### config.mk
export PLATFORM = sky130hd
export DESIGN_NAME = pcileech_eth_rmii_tx
export DESIGN_NICKNAME = d
export VERILOG_FILES = /design/src/rtl/pcileech_eth_pkg.sv /design/src/rtl/pcileech_eth_crc32.sv /design/src/rtl/pcileech_eth_rmii_tx.sv
export SDC_FILE = /design/constraint.sdc
export NUM_CORES = 1
export LEC_CHECK = 0
export ABC_CLOCK_PERIOD_IN_PS = 7500
export BUFFER_PORTS_ARGS = -buffer_cell sky130_fd_sc_hd__clkbuf_2
export CELL_PAD_IN_SITES_DETAIL_PLACEMENT = 1
export CELL_PAD_IN_SITES_GLOBAL_PLACEMENT = 2
export CORE_ASPECT_RATIO = 0.6
export CORE_UTILIZATION = 30
export DETAILED_ROUTE_END_ITERATION = 8
export PLACE_DENSITY = 0.66
export REMOVE_ABC_BUFFERS = 1
export SETUP_SLACK_MARGIN = 0.3
export SLEW_MARGIN = 10
export SYNTH_ARGS = -nofsm -noshare
export SYNTH_HDL_FRONTEND = slang
export SYNTH_SLANG_ARGS = --single-unit
### constraint.sdc
create_clock -name clk -period 7.5 [get_ports clk]
set_clock_uncertainty 0.05 [all_clocks]
set_input_delay 1.125 -clock clk [delete_from_list [all_inputs] [get_ports clk]]
set_output_delay 1.125 -clock clk [all_outputs]
set_load 0.05 [all_outputs]
### src/rtl/pcileech_eth_pkg.sv
// Shared types and constants for the RMII Ethernet transmit/receive paths.
package pcileech_eth_pkg;

    typedef enum logic [2:0] {
        ST_IDLE,
        ST_PRE,
        ST_SFD,
        ST_DATA,
        ST_PAD,
        ST_FCS,
        ST_IFG,
        ST_DRAIN
    } eth_tx_state_t;

    localparam logic [7:0]  ETH_PREAMBLE = 8'h55;
    localparam logic [7:0]  ETH_SFD      = 8'hD5;
    localparam logic [31:0] ETH_CRC_POLY = 32'hEDB88320;
    localparam logic [31:0] ETH_CRC_INIT = 32'hFFFFFFFF;

endpackage

### src/rtl/pcileech_eth_crc32.sv
// Byte-wide Ethernet CRC32 step (reflected), combinational; shared by TX FCS
// generation and RX FCS checking.
module pcileech_eth_crc32
    import pcileech_eth_pkg::*;
(
    input  logic [31:0] i_crc,
    input  logic [7:0]  i_data,
    output logic [31:0] o_crc
);

    always_comb begin
        o_crc = i_crc;
        for (int i = 0; i < 8; i++) begin
            o_crc = (o_crc[0] ^ i_data[i]) ? ((o_crc >> 1) ^ ETH_CRC_POLY) : (o_crc >> 1);
        end
    end

endmodule

### src/rtl/pcileech_eth_rmii_tx.sv
// RMII MAC transmitter: preamble, SFD, payload, optional zero pad, FCS and IFG,
// 2 bits per 50 MHz clock. Zero padding is built when PCILEECH_ETH_TX_PAD_EN is defined.
module pcileech_eth_rmii_tx
    import pcileech_eth_pkg::*;
#(
    parameter int PARAM_IFG_BYTES   = 12,
    parameter int PARAM_MIN_PAYLOAD = 60
) (
    input  logic        clk,
    input  logic        rst_n,
    input  logic [7:0]  in_data,
    input  logic        in_valid,
    input  logic        in_last,
    output logic        in_ready,
    output logic        eth_tx_en,
    output logic [1:0]  eth_tx_data,
    output logic        busy,
    output logic        err_underrun,
    output logic [15:0] tx_frames
);

`ifdef PCILEECH_ETH_TX_PAD_EN
    localparam bit PAD_EN = 1'b1;
`else
    localparam bit PAD_EN = 1'b0;
`endif
    localparam logic [10:0] BCNT_MAX = 11'd2047;
    localparam logic [10:0] MIN_PAY  = 11'(PARAM_MIN_PAYLOAD);
    localparam logic [10:0] IFG_LAST = 11'(PARAM_IFG_BYTES - 1);

    eth_tx_state_t r_state, w_state_nxt;
    logic [1:0]    r_dcnt, w_dcnt_nxt;
    logic [10:0]   r_bcnt, w_bcnt_nxt, w_bcnt_inc;
    logic [7:0]    r_shift, w_shift_nxt, w_crc_byte;
    logic [31:0]   r_crc, w_crc_nxt, w_crc_upd;
    logic          r_last, w_last_nxt;
    logic          r_in_ready, r_tx_en, r_busy, r_underrun;
    logic [1:0]    r_txd;
    logic [15:0]   r_tx_frames;
    logic          w_take, w_underrun, w_byte_end, w_to_fcs, w_frame_done;
    logic          w_en_nxt, w_ready_nxt;
    logic [1:0]    w_txd_nxt;

    pcileech_eth_crc32 u_crc (
        .i_crc  (r_crc),
        .i_data (w_crc_byte),
        .o_crc  (w_crc_upd)
    );

    always_comb begin
        w_take       = in_valid & r_in_ready;
        w_underrun   = r_in_ready & ~in_valid & (r_state != ST_DRAIN);
        w_byte_end   = (r_dcnt == 2'd3);
        w_bcnt_inc   = (r_bcnt == BCNT_MAX) ? r_bcnt : r_bcnt + 11'd1;
        w_crc_byte   = w_take ? in_data : 8'h00;
        w_state_nxt  = r_state;
        w_dcnt_nxt   = 2'(r_dcnt + 2'd1);
        w_bcnt_nxt   = r_bcnt;
        w_shift_nxt  = r_shift;
        w_crc_nxt    = r_crc;
        w_last_nxt   = r_last;
        w_to_fcs     = 1'b0;
        w_frame_done = 1'b0;
        case (r_state)
            ST_IDLE: begin
                w_dcnt_nxt = 2'd0;
                if (in_valid) begin
                    w_state_nxt = ST_PRE;
                    w_bcnt_nxt  = 11'd0;
                    w_shift_nxt = ETH_PREAMBLE;
                    w_crc_nxt   = ETH_CRC_INIT;
                    w_last_nxt  = 1'b0;
                end
            end
            ST_PRE: begin
                w_crc_nxt = ETH_CRC_INIT;
                if (w_byte_end) begin
                    if (r_bcnt == 11'd6) begin
                        w_state_nxt = ST_SFD;
                        w_shift_nxt = ETH_SFD;
                        w_bcnt_nxt  = 11'd0;
                    end else begin
                        w_bcnt_nxt = r_bcnt + 11'd1;
                    end
                end
            end
            ST_SFD, ST_DATA: begin
                if (w_byte_end) begin
                    if (w_take) begin
                        w_state_nxt = ST_DATA;
                        w_shift_nxt = in_data;
                        w_crc_nxt   = w_crc_upd;
                        w_bcnt_nxt  = w_bcnt_inc;
                        w_last_nxt  = in_last;
                    end else if (w_underrun) begin
                        w_state_nxt = ST_DRAIN;
                    end else if (PAD_EN && (r_bcnt < MIN_PAY)) begin
                        w_state_nxt = ST_PAD;
                        w_shift_nxt = 8'h00;
                        w_crc_nxt   = w_crc_upd;
                        w_bcnt_nxt  = w_bcnt_inc;
                    end else begin
                        w_to_fcs = 1'b1;
                    end
                end
            end
`ifdef PCILEECH_ETH_TX_PAD_EN
            ST_PAD: begin
                if (w_byte_end) begin
                    if (r_bcnt == MIN_PAY) begin
                        w_to_fcs = 1'b1;
                    end else begin
                        w_crc_nxt  = w_crc_upd;
                        w_bcnt_nxt = w_bcnt_inc;
                    end
                end
            end
`endif
            ST_FCS: begin
                if (w_byte_end) begin
                    if (r_bcnt == 11'd3) begin
                        w_state_nxt  = ST_IFG;
                        w_bcnt_nxt   = 11'd0;
                        w_frame_done = 1'b1;
                    end else begin
                        w_shift_nxt = ~r_crc[7:0];
                        w_crc_nxt   = r_crc >> 8;
                        w_bcnt_nxt  = r_bcnt + 11'd1;
                    end
                end
            end
            ST_IFG: begin
                // Leave one cycle early: the IDLE cycle completes the gap.
                if (r_dcnt == 2'd2 && r_bcnt == IFG_LAST) begin
                    w_state_nxt = ST_IDLE;
                end else if (w_byte_end) begin
                    w_bcnt_nxt = r_bcnt + 11'd1;
                end
            end
            ST_DRAIN: begin
                w_dcnt_nxt = 2'd0;
                if (w_take && in_last) begin
                    w_state_nxt = ST_IFG;
                    w_bcnt_nxt  = 11'd0;
                end
            end
            default: w_state_nxt = ST_IDLE;
        endcase
        // FCS goes out inverted, low byte first; r_crc shifts down a byte each time.
        if (w_to_fcs) begin
            w_state_nxt = ST_FCS;
            w_shift_nxt = ~r_crc[7:0];
            w_crc_nxt   = r_crc >> 8;
            w_bcnt_nxt  = 11'd0;
        end
        w_en_nxt    = (w_state_nxt == ST_PRE) || (w_state_nxt == ST_SFD) || (w_state_nxt == ST_DATA) ||
                      (w_state_nxt == ST_PAD) || (w_state_nxt == ST_FCS);
        w_txd_nxt   = w_en_nxt ? 2'(w_shift_nxt >> {w_dcnt_nxt, 1'b0}) : 2'b00;
        w_ready_nxt = (w_state_nxt == ST_DRAIN) ||
                      ((w_dcnt_nxt == 2'd3) && ((w_state_nxt == ST_SFD) ||
                                                 ((w_state_nxt == ST_DATA) && !w_last_nxt)));
    end

    always_ff @(posedge clk) begin
        if (!rst_n) begin
            r_state     <= ST_IDLE;
            r_dcnt      <= 2'd0;
            r_bcnt      <= 11'd0;
            r_shift     <= 8'h00;
            r_crc       <= ETH_CRC_INIT;
            r_last      <= 1'b0;
            r_in_ready  <= 1'b0;
            r_tx_en     <= 1'b0;
            r_txd       <= 2'b00;
            r_busy      <= 1'b0;
            r_underrun  <= 1'b0;
            r_tx_frames <= 16'h0000;
        end else begin
            r_state    <= w_state_nxt;
            r_dcnt     <= w_dcnt_nxt;
            r_bcnt     <= w_bcnt_nxt;
            r_shift    <= w_shift_nxt;
            r_crc      <= w_crc_nxt;
            r_last     <= w_last_nxt;
            r_in_ready <= w_ready_nxt;
            r_tx_en    <= w_en_nxt;
            r_txd      <= w_txd_nxt;
            r_busy     <= (w_state_nxt != ST_IDLE);
            r_underrun <= w_underrun;
            if (w_frame_done) begin
                r_tx_frames <= r_tx_frames + 16'd1;
            end
        end
    end

    assign in_ready     = r_in_ready;
    assign eth_tx_en    = r_tx_en;
    assign eth_tx_data  = r_txd;
    assign busy         = r_busy;
    assign err_underrun = r_underrun;
    assign tx_frames    = r_tx_frames;

endmodule

* Yosys cells after proc, flatten, opt, wreduce, memory -nomap -nowiden *
Cells that the tools add are included.
Widths: inputs -> output; s select.

operators by class
  muxes and demuxes = 61
  multiply operators = 0
  shift-type cells = 1
  reductions and logical operators = 21
  div/mod/pow operators = 0
  bitwise operators = 22
  order comparisons = 0
  eq/ne operators = 34
  $add $sub $neg = 3

operators by type and width
  kind                   number
  $mux 32                14
  $pmux 32 s4            1
  $mux 11                11
  $not 13->14            8
  $mux 8                 9
  $pmux 11 s6            1
  $mux 3                 11
  $pmux 8 s4             1
  $eq 3x3->1 const B     6
  $ne 2x2->1 const B     9
  $ne 3x3->1 const B     6
  $pmux 3 s6             1
  $add 16x1->16 const B  1
  $eq 3x2->1 const B     4
  $add 11x1->11 const B  1
  $eq 11x11->1 const B   1
  $eq 11x2->1 const B    1
  $eq 11x3->1 const B    1
  $eq 11x4->1 const B    1
  $mux 1                 10
  $reduce_and 10->1      1
  $not 8->8              1
  $shr 8x3->2            1
  $xor 1x1->1            8
  17 further kinds       33

word-level totals
  output and inout bits = 22
  memory bits (read-only) = 0
  bits of input ports = 12
  memories kept = 0
  register bits after elaboration = 79
  word-level logic and storage cells = 154
  memory bits (writable) = 0
  bits in latches = 0

* Longest topological paths before layout *
Gate-level depths: netlist of the first run.

  depth in word-level cells = 22
  gate-level depth with buffers = 10
  mapped depth without buffers = 9

* By module *
From an unflattened synthesis of the first run, not the netlist that was laid out.

second synthesis, totals
  cells, all modules = 600
  area total of the unflattened synthesis = 5,275.1 um^2

by module, submodules not included
  module                instances  sequential area each (um^2)  area each (um^2)  cells each
  pcileech_eth_rmii_tx  1          1,581.5                      4,296.6           536
  pcileech_eth_crc32    1          0.0                          978.4             64

* Worst setup path before layout of the first run *
No wires, ideal clock.

  kind = input to register
  start point = in in_valid
  end point = reg r_crc[20]
  arrival time = 2.820 ns
  buffers on the path = 1
  path slack = 4.534 ns
  required time = 7.355 ns
  cell stages on the path = 8
  path through = buf_2 nand3_1 xor2_2 xnor2_1 xnor3_1 mux2i_1 and2_1 o311ai_1

between the ends
  longest elaborated chain between the ends = 20
  elaborated cells between the ends (all ways) = 39
  those cells by class = 5 x eq/ne; 17 x mux; 15 x bitwise; 2 x reduce/logical

ends and longest elaborated chain
  what                    line                         source
  start: declaration      pcileech_eth_rmii_tx.sv:12   input logic in_valid,
  $and 1x1->1             pcileech_eth_rmii_tx.sv:51   w_take = in_valid & r_in_ready;
  $mux 8                  pcileech_eth_rmii_tx.sv:55   w_crc_byte = w_take ? in_data : 8'h00;
  $xor 1x1->1             pcileech_eth_crc32.sv:14     o_crc = (o_crc[0] ^ i_data[i]) ? ((o_crc >> 1) ^ ETH_CRC_POLY) : (o_crc >> 1);
  $mux 32                 pcileech_eth_crc32.sv:14
  $not 13->14 (no line)   -
  $mux 32 (2 in a row)    pcileech_eth_crc32.sv:14
  $not 13->14 (no line)   -
  $mux 32                 pcileech_eth_crc32.sv:14
  [3 not listed]          -
  $not 13->14 (no line)   -
  $mux 32                 pcileech_eth_crc32.sv:14
  $not 13->14 (no line)   -
  $mux 32                 pcileech_eth_crc32.sv:14
  $mux 32                 pcileech_eth_rmii_tx.sv:89   if (w_take) begin
  $mux 32                 pcileech_eth_rmii_tx.sv:88   if (w_byte_end) begin
  $pmux 32 s4             pcileech_eth_rmii_tx.sv:64   case (r_state)
  $mux 32                 pcileech_eth_rmii_tx.sv:150  if (w_to_fcs) begin
  end signal: assignment  pcileech_eth_rmii_tx.sv:183  r_crc <= w_crc_nxt;
  end: declaration        pcileech_eth_rmii_tx.sv:35   logic [31:0] r_crc, w_crc_nxt, w_crc_upd;

Several ways; a longest one is shown, not always the timed one. The select of a mux whose other input is x is not followed.
A chain may end at the register's enable or synchronous reset.

* Final worst setup path of the first run *
  start point = in in_valid
  end point = reg r_crc[19]

between the ends
  longest elaborated chain between the ends = 20
  elaborated cells between the ends (all ways) = 40
  those cells by class = 5 x eq/ne; 17 x mux; 16 x bitwise; 2 x reduce/logical

ends and longest elaborated chain
  what                   line
  $and 1x1->1            pcileech_eth_rmii_tx.sv:51
  $mux 8                 pcileech_eth_rmii_tx.sv:55
  $xor 1x1->1            pcileech_eth_crc32.sv:14
  $mux 32 (2 in a row)   pcileech_eth_crc32.sv:14
  $not 13->14 (no line)  -
  $mux 32                pcileech_eth_crc32.sv:14
  $not 13->14 (no line)  -
  $mux 32 (2 in a row)   pcileech_eth_crc32.sv:14
  [2 not listed]         -
  $not 13->14 (no line)  -
  $mux 32                pcileech_eth_crc32.sv:14
  $not 13->14 (no line)  -
  $mux 32                pcileech_eth_crc32.sv:14
  $mux 32                pcileech_eth_rmii_tx.sv:89
  $mux 32                pcileech_eth_rmii_tx.sv:88
  $pmux 32 s4            pcileech_eth_rmii_tx.sv:64
  $mux 32                pcileech_eth_rmii_tx.sv:150

Several ways; a longest one is shown, not always the timed one. The select of a mux whose other input is x is not followed.

==> flow_metrics.tcl, run 1 <==
set metrics [dict create \
    ys_top_cells_by_area "dfxtp_1, xnor2_1, nor2_1" \
    ys_seq_area_frac 0.325 \
    period_minus_slack_ns 3.45 \
    post_cts_buffers 0 \
    cts_tree "done" \
    grt_use_met2 0.268 \
    dpl_cell_area_um2 5200 \
    routedWlPerCell_um 20.2 \
    grt_start_max_net_pins 49 \
    timing.slew.headroom 0.353 \
    die_x_um 167 \
    r2r_cells 7 \
    path_class "primary input to flip-flop" \
    setup_ws_ns 4.05 \
    synth-async-reset-ratio 0 \
    whs_path_depth 2 \
    cts_sinks 79 \
    p_leak_nw 1.99 \
    yosys.area.top_type "dfxtp_1" \
    yosysWarnings 0 \
    nets 633 \
    grt_util_all_layers 0.209 \
    worst_ep_required_time_ns 7.65 \
    status "finished, violations left" \
    cp-start-kind "primary input" \
    finalCritPeriodShare 0.460 \
    irDropWorstVdd_mv 0.0878 \
    ys.flop_type "dfxtp_1" \
    start_util 0.313 \
    post-place-ws_ns 3.75 \
    drtAntennaViolNets 0 \
    fmax_ghz 0.290 \
    hold_path_class "flip-flop to flip-flop" \
    multi_input_area_um2 3060 \
    syn_area_um2 4870 \
    vias 4597 \
    fillers 1860 \
    final_util 0.354 \
    htreeDepth 3 \
    port_buffers 33 \
    syn_area_per_cell_um2 8.12 \
    rsz0062_at_grt "no" \
    seq_area_um2 1580 \
    use_met3 0.0377 \
    clk_path_buf_depth 2 \
    cts_resized 0 \
    violations "design-rule violations" \
    clock-root-buffer "clkbuf_16" \
    grt_antenna_before_repair 0 \
    cts_buffers 9 \
    clkTransAtPathRegs_ns 0.06 \
    gp_congestion 0.796 \
    viasPerCell 5.58 \
    synthToLayoutAreaGrowth_pct 13.2 \
    yosys.area.top_type_share 0.325 \
    setup_viol 0 \
    ys_types 67 \
    synth-edff-count 0 \
    grt_pass1_vias 4394 \
    timing.critical_path.arrival_ns 3.60 \
    fin_setup_tns_ns 0 \
    worstSkewPairLatency_ns 0.35 \
    firstDrtPassIters 7 \
    die_h_um 101 \
    coreArea_um2 15600 \
    grt-ovfl-total 0 \
    gr-usage-met1 0.342 \
    r2r-end "eth_tx_data[0]" \
    final_max_slew_viol_count 0 \
    drv_cap 0 \
    hold_viol 0 \
    whs_endpoint "r_crc[16]" \
    stdcell_area_um2 5520 \
    crit_path_end_kind "flip-flop" \
    busiest_layer "met1" \
    power.density_nw_per_um2 196 \
    reg2reg_from "r_dcnt[0]" \
    ys_ff_latch 79 \
    synth_cells 600 \
    die-area_um2 16800 \
    postCtsHoldBufs 0 \
    drt_iter0_drc 411 \
    cp_max_fo 20 \
    holdCritStartpoint "r_crc[16]" \
    io_pins 34 \
    drive_gt1_frac 0.127 \
    place_hpwl_um 12100 \
    finalWirelength_um 16700 \
    num_rows 35 \
    p_total_w 0.00108 \
    grt_pass1_wl_um 26400 \
    worstMarginPinSlew_ns 0.967 \
    reg2reg_setup_slack_ns 4.17 \
    layout_commonest_cell "dfxtp_1" \
    most-common-layout-cells "dfxtp_1, nor2_1, nand2_1" \
    drc_errors 4 \
]
==> cell families (layout without fill, tap and decap cells) <==
kind of cell / count (synthesis) / in the layout / synth area share
AOI/OAI and AO/OA: 135 / 135 / 0.187
xor gates and xnor gates: 76 / 76 / 0.159
adders and majority gates: 6 / 6 / 0.0154
buffers and inverters: 58 / 78 / 0.0485
DFF: 79 / 79 / 0.325
muxes: 6 / 6 / 0.0131
other: 0 / 1 / 0
and+or+nand+nor: 240 / 240 / 0.253
==> synth_stat cells (4+ instances only) <==
| cell | instances |
|---|---|
| dfxtp_1 | 79 |
| nor2_1 | 61 |
| nand2_1 | 49 |
| xnor2_1 | 41 |
| o21ai_0 | 35 |
| clkbuf_1 | 32 |
| nand3_1 | 31 |
| nor3_1 | 26 |
| xor2_1 | 24 |
| a21oi_1 | 23 |
| inv_1 | 20 |
| a211oi_1 | 12 |
| and3_1 | 11 |
| nand2b_1 | 10 |
| and2_1 | 9 |
| o211ai_1 | 8 |
| nor2b_1 | 7 |
| o221ai_1 | 7 |
| a31oi_1 | 6 |
| ha_1 | 6 |
| o311ai_0 | 6 |
| o311ai_1 | 6 |
| nor4_1 | 5 |
| or3_1 | 5 |
| a22oi_1 | 4 |
| nand4_1 | 4 |
| o22ai_1 | 4 |
| xnor2_2 | 4 |
==> routing by layer <==
metal | wire length (um) | part of all wire
met3 | 930 | 0.056
met4 | 146 | 0.0088
met1 | 9470 | 0.57
met2 | 6110 | 0.37
met5 | 0 | 0
==> sequential cells by signal, indices dropped and copies added (netlist names) <==
signal,cells
in_ready,1
err_underrun,1
eth_tx_data,2
r_state,3
busy,1
r_bcnt,11
r_last,1
tx_frames,16
r_shift,8
eth_tx_en,1
r_dcnt,2
r_crc,32
==> per-stage QoR <==
stage | hold WS (ns) | std cells
global placement | 0.420 | 807
detailed placement | 0.423 | 807
floorplan | 0.403 | 562
finish | 0.433 | 824
global route | 0.470 | 823
CTS | 0.436 | 823
==> how the worst max path moves through the flow <==
stage / startpoint / to / slack (ns) / cells after the start
after floorplan: in_valid / r_crc[11] / 3.58 / 5
after global placement: in_valid / r_crc[19] / 3.75 / 8
after detailed placement: in_valid / r_crc[19] / 3.75 / 8
after CTS: in_valid / r_crc[19] / 4.09 / 8
after global routing: in_valid / r_crc[19] / 3.89 / 8
final: in_valid / r_crc[19] / 4.05 / 8
==> critical path, cell delays in order <==
cell      delay (ns)
clkbuf_2        0.38
nand2_1         0.32
nor2_1          0.36
xnor2_2         0.29
xnor3_1         0.46
xor2_1          0.20
a211oi_1        0.31
o311ai_1        0.13
==> area by class of cell <==
type	count	share of cell area
timing repair buffer	42	0.0422
tap	203	0.0461
antenna	1	0.000454
multi-input combinational	463	0.555
clock buffer	10	0.0433
clock inverter	6	0.0125
inverter	20	0.0136
sequential	79	0.287
==> power by group <==
| group | switching, W | internal (W) | leakage (nW) |
|---|---|---|---|
| logic | 0.000103 | 0.0000647 | 1.20 |
| clock network | 0.000194 | 0.000269 | 0.149 |
| registers | 0.0000163 | 0.000434 | 0.645 |
| total | 0.000313 | 0.000768 | 1.99 |
Power figures use the tool's default switching activity.
==> run 2: changes to the inputs <==
- ABC_CLOCK_PERIOD_IN_PS: 7500 -> 3500
- clock period: 7.5 -> 3.5 ns (I/O delays scaled with it)
==> flow_metrics.tcl, run 2 (synthesis results as in run 1) <==
set metrics [dict create \
    most-common-layout-cells "dfxtp_1, nor2_1, nand2_1" \
    worstMarginPinSlew_ns 1.26 \
    routedWlPerCell_um 21.1 \
    cts_sinks 79 \
    crit_path_end_kind "flip-flop" \
    htreeDepth 3 \
    timing.slew.headroom 0.154 \
    gp_congestion 0.859 \
    largest_reg_flops 32 \
    grt_util_all_layers 0.218 \
    start_util 0.313 \
    p_total_w 0.00244 \
    drtAntennaViolNets 0 \
    grt_antenna_before_repair 0 \
    irDropWorstVdd_mv 0.162 \
    timing.critical_path.arrival_ns 3.24 \
    layout_commonest_cell "dfxtp_1" \
    rsz0062_at_grt "no" \
    coreArea_um2 15600 \
    worst_ep_required_time_ns 3.70 \
    finalWirelength_um 17700 \
    num_rows 35 \
    grt_pass1_wl_um 27600 \
    vias 4691 \
    io_pins 34 \
    hold_viol 0 \
    grt_pass1_vias 4513 \
    die-area_um2 16800 \
    critical_path.slowest_cell "nor4_1" \
    path_class "flip-flop to flip-flop" \
    p_sw_w 0.000723 \
    postCtsHoldBufs 0 \
    viasPerCell 5.60 \
    firstDrtPassIters 7 \
    critical_path.max_stage_delay_ns 0.58 \
    synthToLayoutAreaGrowth_pct 16.6 \
    drv_cap 0 \
    fin_setup_tns_ns 0 \
    critPathTopFamily "simple AND/OR/NAND/NOR gates" \
    fmax_ghz 0.330 \
    cp_max_fo 8 \
    hold_path_class "flip-flop to flip-flop" \
    post_cts_buffers 0 \
    clkTransAtPathRegs_ns 0.07 \
    netSwitchingFraction 0.296 \
    power.density_nw_per_um2 429 \
    cts_resized 0 \
    cts_buffers 9 \
    sequentialPowerShare 0.395 \
    fin_cells 838 \
    clock-root-buffer "clkbuf_16" \
    worstSkewPairLatency_ns 0.36 \
    clk_path_buf_depth 2 \
    final_max_slew_viol_count 0 \
    largest_register "r_crc" \
    crit_chain "nor4_1 > nand3_1 > nor3_1 > buf_4 > nor3_1 > a21oi_1 > o21ai_0 > a211oi_1" \
    violations "design-rule violations" \
    combinationalPowerShare 0.158 \
    setup_viol 0 \
    grt-ovfl-total 0 \
    die_h_um 101 \
    cp-start-kind "flip-flop" \
    dpl_cell_area_um2 5330 \
    crit_top_cell "nor3_1" \
    grt_start_max_net_pins 36 \
    num_antenna_cells 0 \
    p_leak_nw 2.09 \
    status "finished, violations left" \
    final_util 0.364 \
    drive_gt1_frac 0.157 \
    place_hpwl_um 13300 \
    nets 648 \
    cts_tree "done" \
    period_minus_slack_ns 3.03 \
    die_x_um 167 \
    drt_iter0_drc 350 \
    power_frac_clock 0.447 \
    place_inst 822 \
    path_buf_inv 1 \
    intPower_w 0.00172 \
    port_buffers 33 \
    stdcell_area_um2 5680 \
    drc_errors 2 \
    finalCritPeriodShare 0.867 \
]
==> run 2: area by class of cell <==
| type | instances | area (um^2) |
|---|---|---|
| clock buffer | 9 | 225 |
| clock inverter | 7 | 103 |
| fill | 1845 | 9910 |
| inverter | 20 | 75.1 |
| multi-input combinational | 463 | 3080 |
| sequential | 79 | 1580 |
| tap | 203 | 254 |
| timing repair buffer | 57 | 358 |
==> run 2: path summary, 6_finish.rpt <==
| kind | cells past startpoint | endpoint | start | slack (ns) |
|---|---|---|---|---|
| worst max-delay path | 8 | eth_tx_data[1] | r_bcnt[3] | 0.47 |
| worst min-delay path | 2 | r_crc[26] | r_crc[26] | 0.44 |
| worst max register to register | 8 | eth_tx_data[1] | r_bcnt[3] | 0.47 |
| worst min register to register | 2 | r_crc[26] | r_crc[26] | 0.44 |
==> run 2: power by group through the flow <==
| stage | registers, W | clock network, W | logic [W] |
|---|---|---|---|
| 6_report | 0.000964 | 0.00109 | 0.000386 |
| 5_1_grt | 0.000967 | 0.00115 | 0.000416 |
| 4_1_cts | 0.000963 | 0.00112 | 0.000380 |
| 3_5_place_dp | 0.000983 | 0 | 0.000378 |
| 3_3_place_gp | 0.000982 | 0 | 0.000372 |
| 2_1_floorplan | 0.000984 | 0 | 0.000240 |
==> run 2: layer usage <==
layer	track usage	vias to the layer above	wire length (um)
li1	-	2205	-
met1	0.346	2350	9940
met2	0.281	122	6390
met3	0.0526	14	1190
met4	0.0556	0	176
met5	0	-	0
==> run 2: per-stage QoR <==
stage	hold WS (ns)	worst slack (ns)
floorplan	0.403	-0.182
global placement	0.422	0.325
detailed placement	0.430	0.239
CTS	0.440	0.375
global route	0.467	0.359
finish	0.444	0.465
==> run 2: worst reg2reg max path: stages (launching register included) <==
cell,delay (ns)
dfxtp_1,0.39
nor4_1,0.58
nand3_1,0.28
nor3_1,0.51
buf_4,0.23
nor3_1,0.07
a21oi_1,0.20
o21ai_0,0.30
a211oi_1,0.32
==> run 3: changes to the inputs <==
- CORE_UTILIZATION: 30 -> 37
- PLACE_DENSITY: 0.66 -> 0.79
==> flow_metrics.tcl, run 3 (synthesis results as in run 1) <==
set metrics [dict create \
    drv_cap 0 \
    cts_sinks 79 \
    whs_path_depth 2 \
    viasPerCell 5.90 \
    port_buffers 33 \
    gp_congestion 0.948 \
    post-place-ws_ns 0.435 \
    htreeDepth 3 \
    most-common-layout-cells "dfxtp_1, nor2_1, nand2_1" \
    layout_commonest_cell "dfxtp_1" \
    drt_iter0_drc 345 \
    finalCritPeriodShare 0.868 \
    coreArea_um2 12900 \
    path_class "flip-flop to flip-flop" \
    rsz0062_at_grt "yes" \
    worstMarginPinSlew_ns 0.845 \
    cp_max_fo 12 \
    vias 4781 \
    power.density_nw_per_um2 412 \
    grt_pass1_vias 4641 \
    num_rows 32 \
    period_minus_slack_ns 3.04 \
    reg2reg_setup_slack_ns 0.46 \
    final_util 0.437 \
    timing.slew.headroom 0.437 \
    synthToLayoutAreaGrowth_pct 15.3 \
    final_max_slew_viol_count 0 \
    grt_start_max_net_pins 36 \
    setup_viol 0 \
    largest_register "r_crc" \
    grt_pass1_wl_um 26800 \
    status "finished clean" \
    fmax_ghz 0.329 \
    clock-root-buffer "clkbuf_16" \
    num_antenna_cells 0 \
    path_buf_inv 1 \
    place_hpwl_um 12800 \
    drtAntennaViolNets 0 \
    grt_antenna_before_repair 0 \
    holdCritStartpoint "r_crc[16]" \
    largest_reg_flops 32 \
    drive_gt1_frac 0.155 \
    grt-ovfl-total 0 \
    nets 653 \
    grt_util_all_layers 0.263 \
    timing.critical_path.arrival_ns 3.24 \
    reg2reg_from "in_ready" \
    die-area_um2 13600 \
    crit_path_end_kind "flip-flop" \
    critical_path.max_stage_delay_ns 0.68 \
    critical_path.slowest_cell "dfxtp_1" \
    place_inst 790 \
    worst_ep_required_time_ns 3.70 \
    setup_ws_ns 0.460 \
    irDropWorstVdd_mv 0.222 \
    critPathTopFamily "XOR/XNOR gates" \
    p_total_w 0.00231 \
    firstDrtPassIters 5 \
    r2r-end "r_crc[21]" \
    routedWlPerCell_um 21.0 \
    io_pins 34 \
    clkTransAtPathRegs_ns 0.07 \
    cp-start-kind "flip-flop" \
    hold_path_class "flip-flop to flip-flop" \
    clk_path_buf_depth 2 \
    hold_slack_ns 0.440 \
    cts_buffers 9 \
    crit_chain "buf_4 > nand3_1 > xor2_2 > xnor2_2 > xnor2_1 > xor2_1 > a211oi_1 > o311ai_1" \
    p_leak_nw 2.09 \
    die_x_um 150 \
    die_h_um 90.9 \
    worstSkewPairLatency_ns 0.36 \
    fin_cells 810 \
    drc_errors 0 \
    cts_tree "done" \
    whs_endpoint "r_crc[16]" \
    hold_viol 0 \
    start_util 0.379 \
    finalWirelength_um 17000 \
    r2r_cells 8 \
]
[run 3: layer usage]
layer	routed length, um	global-route usage	share of wire
met1	8980	0.423	0.53
met2	6420	0.334	0.38
met3	1370	0.0641	0.081
met4	206	0.0623	0.012
met5	0	0	0
[run 3: how the worst max path moves through the flow]
stage	startpoint	depth (start not counted)	to	slack, ns
2_1_floorplan	in_ready	5	r_crc[11]	-0.18
3_3_place_gp	in_valid	9	r_crc[19]	0.50
3_5_place_dp	in_valid	9	r_crc[23]	0.43
4_1_cts	r_dcnt[0]	7	tx_frames[15]	0.48
5_1_grt	in_ready	8	r_crc[21]	0.24
6_report	in_ready	8	r_crc[21]	0.46
[run 3: report_power, final]
group          switching (W)  total (W)  internal, W
logic               0.000227   0.000374     0.000147
registers          0.0000332   0.000964     0.000931
clock network       0.000418   0.000975     0.000557
[run 3: timing repair]
| action | CTS | global route |
|---|---|---|
| gates resized for setup | 0 | 1 |
| endpoints found under the setup margin | 0 | 3 |
| hold buffers | 0 | 0 |
| setup buffers | 0 | 4 |
[run 3: stage by stage]
stage | cell area, um^2 | setup TNS, ns
floorplan | 4710 | -2.48
finish | 5620 | 0
global placement | 5280 | 0
CTS | 5580 | 0
global route | 5620 | 0
detailed placement | 5280 | 0
[run 3: worst register-to-register path, cell delays in order, from the launching register on]
cell and delay, ns:
dfxtp_1 0.68, buf_4 0.27, nand3_1 0.12, xor2_2 0.48, xnor2_2 0.26, xnor2_1 0.31
xor2_1 0.33, a211oi_1 0.13, o311ai_1 0.31
[run 3: layout make-up]
| type | instances | area [um^2] |
|---|---|---|
| fillers | 1570 | 7230 |
| multi-input cells | 463 | 3070 |
| clock inverters | 6 | 68.8 |
| clock buffers | 10 | 229 |
| inverters | 20 | 75.1 |
| flip-flops and latches | 79 | 1580 |
| well taps | 170 | 213 |
| repair buffers | 62 | 383 |
